File: config.mk
export PLATFORM = sky130hd
export DESIGN_NAME = mult_div_unit
export DESIGN_NICKNAME = d
export VERILOG_FILES = /design/src/rtl/mult_div_unit_pkg.sv /design/src/rtl/md_sign_fix.sv /design/src/rtl/mult_div_unit.sv
export SDC_FILE = /design/constraint.sdc
export NUM_CORES = 1
export LEC_CHECK = 0
export ABC_AREA = 1
export CAP_MARGIN = 25
export CORE_ASPECT_RATIO = 1.5
export CORE_MARGIN = 4
export CORE_UTILIZATION = 50
export DETAILED_ROUTE_END_ITERATION = 8
export PLACE_DENSITY_LB_ADDON = 0.3
export SLEW_MARGIN = 15
export SYNTH_ARGS = -nofsm -noshare
export SYNTH_HDL_FRONTEND = slang
export SYNTH_SLANG_ARGS = --single-unit
File: constraint.sdc
create_clock -name clk -period 5.2 [get_ports clk]
set_input_delay 1.04 -clock clk [delete_from_list [all_inputs] [get_ports clk]]
set_output_delay 1.04 -clock clk [all_outputs]
set_load 0.1 [all_outputs]
File: src/rtl/mult_div_unit_pkg.sv
// Shared encodings for the EX-stage multiply/divide unit: operation codes,
// FSM states and the default operand width.
package mult_div_unit_pkg;

    localparam int MD_WIDTH = 32;

    localparam logic [2:0] MDOP_MULT  = 3'd0;
    localparam logic [2:0] MDOP_MULTU = 3'd1;
    localparam logic [2:0] MDOP_DIV   = 3'd2;
    localparam logic [2:0] MDOP_DIVU  = 3'd3;
    localparam logic [2:0] MDOP_MTHI  = 3'd4;
    localparam logic [2:0] MDOP_MTLO  = 3'd5;

    typedef enum logic [2:0] {
        IDLE,
        MUL,
        DIV,
        FIX,
        DONE
    } md_state_t;

endpackage

File: src/rtl/md_sign_fix.sv
// Combinational sign handling for the multiply/divide datapath: operand
// magnitudes going in, and sign-corrected HI/LO coming out.
module md_sign_fix #(
    parameter int WIDTH = 32
) (
    input  logic [WIDTH-1:0]   op_a,
    input  logic [WIDTH-1:0]   op_b,
    input  logic               is_signed,
    input  logic               is_div,
    input  logic [2*WIDTH-1:0] raw,
    output logic [WIDTH-1:0]   mag_a,
    output logic [WIDTH-1:0]   mag_b,
    output logic [WIDTH-1:0]   res_hi,
    output logic [WIDTH-1:0]   res_lo
);

    function automatic logic [WIDTH-1:0] cond_neg(input logic [WIDTH-1:0] v, input logic neg);
        return neg ? (~v + WIDTH'(1)) : v;
    endfunction

    function automatic logic [2*WIDTH-1:0] cond_neg2(input logic [2*WIDTH-1:0] v, input logic neg);
        return neg ? (~v + (2*WIDTH)'(1)) : v;
    endfunction

    logic signed [WIDTH-1:0] sa;
    logic signed [WIDTH-1:0] sb;
    logic                    neg_a;
    logic                    neg_b;
    logic [2*WIDTH-1:0]      prod;

    assign sa    = op_a;
    assign sb    = op_b;
    assign neg_a = is_signed && (sa < 0);
    assign neg_b = is_signed && (sb < 0);
    assign mag_a = cond_neg(op_a, neg_a);
    assign mag_b = cond_neg(op_b, neg_b);
    assign prod  = cond_neg2(raw, neg_a ^ neg_b);

    // raw is {upper, lower}: product halves for MUL, {remainder, quotient} for DIV
    always_comb begin
        res_hi = prod[2*WIDTH-1:WIDTH];
        res_lo = prod[WIDTH-1:0];
        if (is_div) begin
            if (op_b == '0) begin
                res_lo = '1;
                res_hi = op_a;
            end else begin
                res_lo = cond_neg(raw[WIDTH-1:0], neg_a ^ neg_b);
                res_hi = cond_neg(raw[2*WIDTH-1:WIDTH], neg_a);
            end
        end
    end

endmodule

File: src/rtl/mult_div_unit.sv
// Iterative multiply/divide unit beside the EX-stage ALU: one bit per cycle,
// result lands in HI/LO and stall freezes dependents while it runs.
module mult_div_unit
    import mult_div_unit_pkg::*;
#(
    parameter int WIDTH = MD_WIDTH,
    parameter int CNT_W = 6
) (
    input  logic             clk,
    input  logic             rst,
    input  logic             start,
    input  logic [2:0]       mdop,
    input  logic [WIDTH-1:0] a,
    input  logic [WIDTH-1:0] b,
    output logic             busy,
    output logic             done,
    output logic             stall,
    output logic [WIDTH-1:0] hi,
    output logic [WIDTH-1:0] lo
);

    localparam int IDX_W = $clog2(WIDTH);

    md_state_t          state;
    logic [CNT_W-1:0]   cnt;
    logic [2*WIDTH-1:0] acc;
    logic [WIDTH-1:0]   op_a;
    logic [WIDTH-1:0]   op_b;
    logic               is_signed;
    logic               is_div;
    logic [WIDTH-1:0]   mag_a;
    logic [WIDTH-1:0]   mag_b;
    logic [WIDTH-1:0]   res_hi;
    logic [WIDTH-1:0]   res_lo;

    md_sign_fix #(.WIDTH(WIDTH)) u_sign_fix (
        .op_a      (op_a),
        .op_b      (op_b),
        .is_signed (is_signed),
        .is_div    (is_div),
        .raw       (acc),
        .mag_a     (mag_a),
        .mag_b     (mag_b),
        .res_hi    (res_hi),
        .res_lo    (res_lo)
    );

    logic [IDX_W-1:0]   bit_idx;
    logic [WIDTH:0]     mul_sum;
    logic [2*WIDTH-1:0] mul_next;
    logic [WIDTH:0]     div_trial;
    logic [WIDTH+1:0]   div_diff;
    logic               div_ge;
    logic [WIDTH-1:0]   div_rem;
    logic [2*WIDTH-1:0] div_next;
    logic               cnt_last;

    // Multiplier bits are taken LSB first, dividend bits MSB first, straight
    // from the latched magnitudes so the accumulator can start at zero.
    assign bit_idx   = cnt[IDX_W-1:0];
    assign mul_sum   = {1'b0, acc[2*WIDTH-1:WIDTH]} + (mag_b[bit_idx] ? {1'b0, mag_a} : '0);
    assign mul_next  = {mul_sum, acc[WIDTH-1:1]};
    assign div_trial = {acc[2*WIDTH-1:WIDTH], mag_a[~bit_idx]};
    assign div_diff  = {1'b0, div_trial} - {2'b00, mag_b};
    assign div_ge    = ~div_diff[WIDTH+1];
    assign div_rem   = div_ge ? div_diff[WIDTH-1:0] : div_trial[WIDTH-1:0];
    assign div_next  = {div_rem, acc[WIDTH-2:0], div_ge};
    assign cnt_last  = (cnt == CNT_W'(WIDTH - 1));

    assign stall = busy || (state == IDLE && start && mdop <= MDOP_DIVU);

    always_ff @(posedge clk) begin
        if (rst) begin
            state <= IDLE;
            cnt   <= '0;
            hi    <= '0;
            lo    <= '0;
            busy  <= 1'b0;
            done  <= 1'b0;
        end else begin
            case (state)
                IDLE, DONE: begin
                    done  <= 1'b0;
                    state <= IDLE;
                    if (start) begin
                        case (mdop)
                            MDOP_MULT, MDOP_MULTU: begin
                                op_a      <= a;
                                op_b      <= b;
                                is_signed <= (mdop == MDOP_MULT);
                                is_div    <= 1'b0;
                                acc       <= '0;
                                cnt       <= '0;
                                busy      <= 1'b1;
                                state     <= MUL;
                            end
                            MDOP_DIV, MDOP_DIVU: begin
                                op_a      <= a;
                                op_b      <= b;
                                is_signed <= (mdop == MDOP_DIV);
                                is_div    <= 1'b1;
                                acc       <= '0;
                                cnt       <= '0;
                                busy      <= 1'b1;
                                state     <= DIV;
                            end
                            MDOP_MTHI: hi <= a;
                            MDOP_MTLO: lo <= a;
                            default: ;
                        endcase
                    end
                end
                MUL: begin
                    acc <= mul_next;
                    cnt <= cnt + CNT_W'(1);
                    if (cnt_last) state <= FIX;
                end
                DIV: begin
                    acc <= div_next;
                    cnt <= cnt + CNT_W'(1);
                    if (cnt_last) state <= FIX;
                end
                FIX: begin
                    hi    <= res_hi;
                    lo    <= res_lo;
                    busy  <= 1'b0;
                    done  <= 1'b1;
                    state <= DONE;
                end
                default: state <= IDLE;
            endcase
        end
    end

endmodule

---- Word level (Yosys, flattened, before mapping) ----
Index checks and enable logic that the tools add are counted.
storage, ports and cells
  bits of input ports ..................... 70
  output and inout port bits .............. 67
  logic and storage cells ................. 109
  bits in registers ....................... 205
operators by class
  add/subtract/negate cells ............... 8
  mux-type cells .......................... 37
  bitwise logic cells ..................... 9
  equality and inequality tests ........... 15
  reduce and logical (&&, ||, !) cells .... 24
  $lt $le $gt $ge ......................... 5
operator list
  kind                   count
  $mux 32                14
  $mux 64                3
  $pmux 64 s3            1
  $add 32x1->32 const B  4
  $not 32->32            4
  $pmux 32 s2            2
  $add 64x1->64 const B  1
  $lt 32x1->1 const B    2
  $not 64->64            1
  $sub 33x32->34         1
  $add 32x32->33         1
  $logic_not 32->1       1
  $eq 3x2->1 const B     4
  $lt 5x6->1 const B     2
  $mux 6                 2
  $pmux 6 s2             1
  $reduce_and 3->1       4
  $reduce_and 4->1       3
  $bmux 1 s5             2
  $eq 3x3->1 const B     3
  $pmux 3 s3             1
  $pmux 1 s2             4
  $reduce_or 2->1        4
  $add 6x1->6 const B    1
  18 further kinds       32

---- Longest topological paths before layout ----
Gate-level depths: netlist (run 1).
  depth in word-level cells ............... 8
  gate-level depth with buffers ........... 34

---- Cells and area by module ----
Synthesis (run 1) repeated with hierarchy kept, for this count alone.
unflattened totals
  cells, all modules ...................... 3159
  area total of the unflattened synthesis .. 19373.6 um^2
modules (own cells, without submodules)
  module         times used  cells an instance  area each (um^2)
  mult_div_unit  1           1954               13678.1
  md_sign_fix    1           1205               5695.5

---- Worst setup path before layout (run 1) ----
No wires, ideal clock.
  path type ............................... input -> register
  start ................................... input start
  end ..................................... register acc[0], enable pin
  arrival time ............................ 4091 ps
  path slack .............................. 623 ps
  required time ........................... 4714 ps
  library setup time ...................... 486 ps
  stages .................................. 6
  path through ............................ inv_1 nor2_1 nand2_1 inv_1 nor2_1 nor2_1
between the ends
  cells in the longest elaborated chain, start to end .. 2
RTL lines
  element                     RTL line              RTL
  start, declared             mult_div_unit.sv:11   input logic start,
  $ne 2x2->1 (no line)        n/a
  $reduce_and 4->1 (no line)  n/a
  end signal, assigned        mult_div_unit.sv:114  acc <= mul_next;
  end signal, assigned        mult_div_unit.sv:119  acc <= div_next;
  end, declared               mult_div_unit.sv:26   logic [2*WIDTH-1:0] acc;
Every way passes these cells.
A chain may end at the register's enable or synchronous reset.

---- Worst setup path in the final report (run 1) ----
  start ................................... register op_b[5]
  end ..................................... register acc[47], data pin
between the ends
  cells in the longest elaborated chain, start to end .. 8
  elaborated cells on any way between the ends .. 12
  classes of those cells .................. add/sub: 3; order compare: 1; mux: 6; bitwise: 1; reduce/logical: 1
RTL lines
  element                                             RTL line                              RTL
  start, declared                                     mult_div_unit.sv:28                   logic [WIDTH-1:0] op_b;
  start signal, assigned                              mult_div_unit.sv:89                   op_b <= b;
  start signal, assigned                              mult_div_unit.sv:99                   op_b <= b;
  $not 32->32 or $lt 32x1->1 (tied branches)          md_sign_fix.sv:18, md_sign_fix.sv:34
  $add 32x1->32 or $logic_and 1x1->1 (tied branches)  md_sign_fix.sv:18, md_sign_fix.sv:34
  $mux 32 *                                           md_sign_fix.sv:18                     return neg ? (~v + WIDTH'(1)) : v;
  $bmux 1 s5                                          mult_div_unit.sv:61                   assign mul_sum = {1'b0, acc[2*WIDTH-1:WIDTH]} + (mag_b[bit_idx] ? {1'b0, mag_a} : '0);
  $mux 1 (implied by the code)                        mult_div_unit.sv:61
  $mux 32                                             mult_div_unit.sv:61
  $add 32x32->33                                      mult_div_unit.sv:61
  $pmux 64 s3 *                                       mult_div_unit.sv:81                   case (state)
Every way passes the cells marked *; elsewhere a longest branch is shown, timed or not. The select of a mux whose other input is x is not followed.

==> flow_summary.yaml, run 1 <==
setup_path:
  rrSetupSlack_ns: 0.22
  arrival_ns: 5.27
  end_kind: "flip-flop"
  endpoint: "acc[47]"
  reg2reg_to: "acc[47]"
  timing.rr.start: "op_b[5]"
  cp_max_fo: 17
  cp-start-kind: "flip-flop"
  r2r_cells: 25
  crit_start: "op_b[5]"
  critPathKind: "flip-flop to flip-flop"
  crit_required_ns: 5.49
routing:
  route.detailed.wl_per_inst_um: 24.58
  ant_nets: 0
  dr_total_vias: 20060
  drtPass1Iterations: 7
  finalWirelength_mm: 80.23
  drc: 0
  routed_via_density: 6.146
  initialDrtViolationCount: 2069
floorplanning:
  rows: 84
  dieArea_um2: 39080
  pin_count: 137
  die_w_um: 162.7
  die_h_um: 240.1
  start_util: 0.5086
  core_area_um2: 35310
power_and_ir_drop:
  worst_ir_drop_vdd_mv: 0.4011
  p_per_area_nw_per_um2: 462.3
  leakagePower_nw: 8.542
layout:
  area_delta_synth_final_pct: 15.26
  fin_area_um2: 20700
  diodes: 0
  fin_nets: 2915
  drive_gt1_frac: 0.06772
clock_network:
  cts_num_sinks: 205
  cts.htree.levels: 1
  root_buffer: "clkbuf_16"
  clk_pin_slew_worst_paths_ns: 0.07
  cts_tree: "built"
  cts_buffers: 23
  insertion_delay_ns: 0.57
  clock_path_buffers: 3
grt:
  grt_pass1_vias: 19270
  antenna_found_initial: 1
  grt_remaining_overflow: 0
  grt_pass1_wl_mm: 116.2
  grt.met1_usage: 0.4096
  busiest_layer: "met2"
  grtUsageMet3: 0.05900
  grt_use_total: 0.3952
  grt_max_degree: 74
  met2_usage: 0.6738
yosys:
  syn_avg_cell_area_um2: 6.726
  syn_area_um2: 17960
  syn_nets: 2811
  ys_warn_count: 0
  synth_seq_cells: 205
  synth-async-reset-ratio: 0
  syn-instance-count: 2670
  ys_types: 54
  synth_edf_count: 130
  ys_seq_area_frac: 0.3010
  ys.flop_type: "edfxtp_1"
min_path:
  hp-class: "flip-flop to flip-flop"
sta:
  finalClockSkew_ns: 0.03422
  fin_crit_sh: 0.9572
  hold_ws_ns: 0.5062
  slew_headroom: 0.3124
  fmax_mhz: 200.9
  rsz0062_at_grt: "no"
  worst_pin_slew_ns: 1.028
  hold_viol: 0
  finalSetupViolations: 0
  min_period_ns: 4.978
  slew_viol_final: 0
placed_design:
  hpwl_mm: 62.21
  io_buffers: 136
  gp_congestion: 1.099
  placed_area_um2: 19780
run_status:
  outcome: "complete, no violations"
job:
  max_cap_viol_count: 0
## cell usage after synthesis, types with 12 or more instances
cell type,count,area share
nor2_2,16,0.0056
inv_1,240,0.050
clkbuf_1,56,0.012
o21ai_1,12,0.0033
nor4_1,12,0.0042
buf_2,26,0.0072
nor2_1,290,0.061
a21oi_2,13,0.0063
o21ai_0,267,0.074
nand3_1,185,0.052
a21oi_1,254,0.071
dfxtp_1,75,0.084
nand2_1,621,0.13
xnor2_1,23,0.011
o211ai_1,17,0.0071
nand4_1,35,0.012
xor2_1,101,0.049
a21boi_2,16,0.010
ha_1,69,0.048
nor3_1,35,0.0098
o22ai_1,39,0.014
edfxtp_1,130,0.22
## where the power goes
group / switching, mW / total (mW) / internal (mW)
clock network: 0.771 / 1.87 / 1.09
logic: 3.70 / 5.16 / 1.46
registers: 0.411 / 2.54 / 2.13
total: 4.88 / 9.57 / 4.69
## cell families (layout without fill, tap and decap cells)
kind of cell | count (synthesis) | count (layout) | share of synthesized area
adder cells (fa/ha/maj) | 71 | 71 | 0.05030
flip-flops | 205 | 205 | 0.3010
XOR/XNOR | 124 | 124 | 0.06047
AND/OR/NAND/NOR | 1247 | 1247 | 0.3011
buffers and inverters | 352 | 473 | 0.07893
AO/OA/AOI/OAI | 671 | 671 | 0.2082
## what timing repair did
item	CTS	global route
gates cloned	0	0
hold buffers	0	0
resized for setup	1	7
endpoints found under the setup margin	1	14
pin swaps	0	0
buffers inserted	0	0
## flip-flops by register name, indices dropped and copies added (netlist names)
name	count
cnt	6
op_b	32
is_signed	1
hi	32
done	1
busy	1
op_a	32
is_div	1
state	3
acc	64
lo	32
## final cells by class
type	count	area, um^2
repair buffers	176	1704
flip-flops and latches	205	5405
clock inverters	15	206.4
fillers	3465	14610
clock buffers	27	641.9
well taps	473	591.8
multi-input cells	2113	11190
inverters	255	963.4
## cell usage in the layout, fill, tap and decap left out, drive strengths merged
cell type and n:
a31oi 9, bufinv 4, o2111ai 2, o211ai 19, clkbuf 27, ha 69
a221oi 3, nor2 314, nand3b 11, o31ai 3, nor3 40, nor4 12
xor2 101, a21oi 267, clkdlybuf4s50 135, nand2 628, a211oi 7, a21boi 22
o22ai 39, dfxtp 75, o21ai 282, a21o 8, o21a 3, inv 255
o21bai 7, nand4 37, nand3 191, xnor2 23, nor3b 1, and2 5
edfxtp 130, fa 2, buf 41, clkinvlp 1, clkinv 10, or2 8
## worst max-delay path, stage by stage, from the launching register on
cell	delay, ns
edfxtp_1	0.44
nor2_2	0.27
nand2_1	0.17
nor2_2	0.19
nand2_2	0.10
o21ai_2	0.13
xnor2_1	0.15
clkinv_1	0.24
nand2_1	0.11
nand4_1	0.12
nand3_2	0.12
nand2_4	0.18
a21oi_2	0.22
ha_1	0.16
inv_1	0.06
fa_1	0.40
inv_1	0.07
nand3_1	0.06
nand2_1	0.14
nand2_1	0.10
a21oi_2	0.31
a21oi_1	0.17
o31ai_1	0.43
a21oi_1	0.16
nor2_1	0.11
o21ai_0	0.09
## worst min path at each step
| stage | startpoint | end | slack, ns | cells past startpoint |
|---|---|---|---|---|
| 2_1_floorplan | cnt[5] | cnt[5] | 0.46 | 2 |
| 3_3_place_gp | cnt[5] | cnt[5] | 0.47 | 2 |
| 3_5_place_dp | cnt[5] | cnt[5] | 0.49 | 2 |
| 4_1_cts | cnt[5] | cnt[5] | 0.50 | 2 |
| 5_1_grt | cnt[5] | cnt[5] | 0.52 | 2 |
| 6_report | cnt[5] | cnt[5] | 0.51 | 2 |
## layer usage
metal  routed length [um]  up-vias
li1                     -     9273
met1                26950     9312
met2                38160     1115
met3                 5416      358
met4                 9699        2
met5                   13        -
## stage by stage
step / power, mW / setup TNS, ns / cells / utilization / setup WS (ns)
2_1_floorplan: 5.876 / 0 / 2670 / - / 0.6229
3_3_place_gp: 7.492 / 0 / 3220 / 0.5601 / 0.08485
3_5_place_dp: 7.521 / -0.007289 / 3220 / 0.5601 / -0.007289
4_1_cts: 9.384 / 0 / 3262 / 0.5841 / 0.06899
5_1_grt: 10.00 / 0 / 3264 / 0.5862 / 0.02554
6_report: 9.569 / 0 / 3264 / 0.5862 / 0.2225
Power figures use the tool's default switching activity.
==> inputs of run 2 (changes only) <==
--- a/config.mk
+++ b/config.mk
@@ -10,9 +10,9 @@
 export CORE_ASPECT_RATIO = 1.5
 export CORE_MARGIN = 4
 export CORE_UTILIZATION = 50
+export CTS_CLUSTER_DIAMETER = 120
 export DETAILED_ROUTE_END_ITERATION = 8
 export PLACE_DENSITY_LB_ADDON = 0.3
-export SLEW_MARGIN = 15
 export SYNTH_ARGS = -nofsm -noshare
 export SYNTH_HDL_FRONTEND = slang
 export SYNTH_SLANG_ARGS = --single-unit
==> flow_summary.yaml, run 2 (synthesized netlist as in run 1, its figures left out) <==
setup_path:
  arrival_ns: 5.24
  path_buf_inv: 3
  crit_required_ns: 5.49
  cp-start-kind: "flip-flop"
  end_kind: "flip-flop"
  crit_start: "op_b[5]"
  path_common_cell: "nand2_1"
  path_depth: 25
  r2r_cells: 25
  timing.rr.start: "op_b[5]"
  cp_top_family: "simple AND/OR/NAND/NOR gates"
  crit_path_max_incr_delay_ns: 0.44
  cp_max_fo: 17
  critPathKind: "flip-flop to flip-flop"
  cpMaxStageDelayCell: "edfxtp_1"
sta:
  fin_crit_sh: 0.9521
  finalSetupViolations: 0
  slew_headroom: 0.3116
  min_period_ns: 4.951
  fmax_mhz: 202.0
  finalClockSkew_ns: 0.03246
  slew_viol_final: 0
  finalSetupTns_ns: 0
  rsz0062_at_grt: "no"
  hold_ws_ns: 0.5099
  worst_pin_slew_ns: 1.029
  hold_viol: 0
floorplanning:
  die_w_um: 162.7
  pin_count: 137
  dieArea_um2: 39080
  core_area_um2: 35310
  start_util: 0.5086
  rows: 84
  die_h_um: 240.1
routing:
  route.detailed.wl_per_inst_um: 24.54
  finalWirelength_mm: 80.14
  dr_total_vias: 20066
  ant_nets: 0
  drtPass1Iterations: 8
  routed_via_density: 6.146
  initialDrtViolationCount: 2204
  drc: 0
clock_network:
  postCtsSetupBuffers: 0
  clk_pin_slew_worst_paths_ns: 0.07
  cts.htree.levels: 1
  root_buffer: "clkbuf_16"
  insertion_delay_ns: 0.58
  cts_num_sinks: 205
  cts_tree: "built"
  clock_path_buffers: 3
  cts_buffers: 23
grt:
  grt_max_degree: 74
  grt_pass1_vias: 19270
  grt.met1_usage: 0.4096
  grtUsageMet3: 0.05900
  busiest_layer: "met2"
  antenna_found_initial: 1
  grt_use_total: 0.3952
  grt_remaining_overflow: 0
  met2_usage: 0.6738
  grt_pass1_wl_mm: 116.2
layout:
  final_cells: 3265
  layout_common_cells: "nand2_1 (621), nor2_1 (288), o21ai_0 (266), a21oi_1 (251), inv_1 (240)"
  drive_gt1_frac: 0.06772
  largest_register_ffs: 64
  layout_commonest_cell: "nand2_1"
  top_register: "acc"
  fin_nets: 2915
  area_delta_synth_final_pct: 15.27
  fin_area_um2: 20700
  n_fill_cell: 3462
placed_design:
  io_buffers: 136
  gp_congestion: 1.099
  placed_area_um2: 19780
  dp_cells: 3220
  hpwl_mm: 62.21
power_and_ir_drop:
  p_seq_frac: 0.266
  clkPwrFrac: 0.195
  switching_share: 0.5101
  worst_ir_drop_vdd_mv: 0.4040
  leakagePower_nw: 8.542
  switchingPower_mw: 4.879
  p_per_area_nw_per_um2: 462.0
  pwr-share-comb: 0.539
  power.internal_mw: 4.685
run_status:
  outcome: "complete, no violations"
min_path:
  hp-class: "flip-flop to flip-flop"
  min_path_cells: 2
  hold_path.startpoint: "cnt[5]"
job:
  max_cap_viol_count: 0
==> run 2: what timing repair did <==
item / CTS / global route
hold buffers: 0 / 0
gates resized for setup: 1 / 7
endpoints found under the setup margin: 1 / 14
==> run 2: final cells by class <==
class                           count  area [um^2]  share of cell area
Multi-Input combinational cell   2113        11190              0.5404
Sequential cell                   205         5405              0.2611
Inverter                          255        963.4             0.04654
Clock inverter                     15        206.4            0.009972
Clock buffer                       27        641.9             0.03100
Tap cell                          473        591.8             0.02859
Antenna cell                        1        2.502           0.0001209
Timing Repair Buffer              176         1704             0.08232
==> run 2: power by group through the flow <==
stage | clock, mW | combinational, mW | sequential (mW)
finish | 1.87 | 5.16 | 2.54
global route | 1.93 | 5.51 | 2.56
CTS | 1.86 | 5.00 | 2.52
detailed placement | 0 | 4.97 | 2.55
global placement | 0 | 4.95 | 2.54
floorplan | 0 | 2.89 | 2.99
==> run 2: path summary, 6_finish.rpt <==
path / slack, ns / endpoint
worst max-delay path: 0.25 / acc[47]
worst min-delay path: 0.51 / cnt[5]
worst min register to register: 0.51 / cnt[5]
worst max register to register: 0.25 / acc[47]
==> run 2: layer usage <==
layer	share of wire	vias up
li1	-	9273
met1	0.34	9277
met2	0.48	1169
met3	0.066	345
met4	0.12	2
met5	0.00017	-
==> run 2: stage by stage <==
| step | power (mW) | utilization | setup WS (ns) |
|---|---|---|---|
| after CTS | 9.384 | 0.5841 | 0.06899 |
| after detailed placement | 7.521 | 0.5601 | -0.007289 |
| after global placement | 7.492 | 0.5601 | 0.08485 |
| final | 9.564 | 0.5862 | 0.2489 |
| after global routing | 10.00 | 0.5862 | 0.02554 |
| after floorplan | 5.876 | - | 0.6229 |
==> run 2: worst register-to-register path, cell delays in order, from the launching register on <==
cell      delay, ns
edfxtp_1       0.44
nor2_2         0.26
nand2_1        0.17
nor2_2         0.19
nand2_2        0.10
o21ai_2        0.13
xnor2_1        0.15
clkinv_1       0.25
nand2_1        0.12
nand4_1        0.11
nand3_2        0.12
nand2_4        0.17
a21oi_2        0.23
ha_1           0.16
inv_1          0.06
fa_1           0.40
inv_1          0.07
nand3_1        0.06
nand2_1        0.13
nand2_1        0.10
a21oi_2        0.29
a21oi_1        0.17
o31ai_1        0.43
a21oi_1        0.16
nor2_1         0.11
o21ai_0        0.09
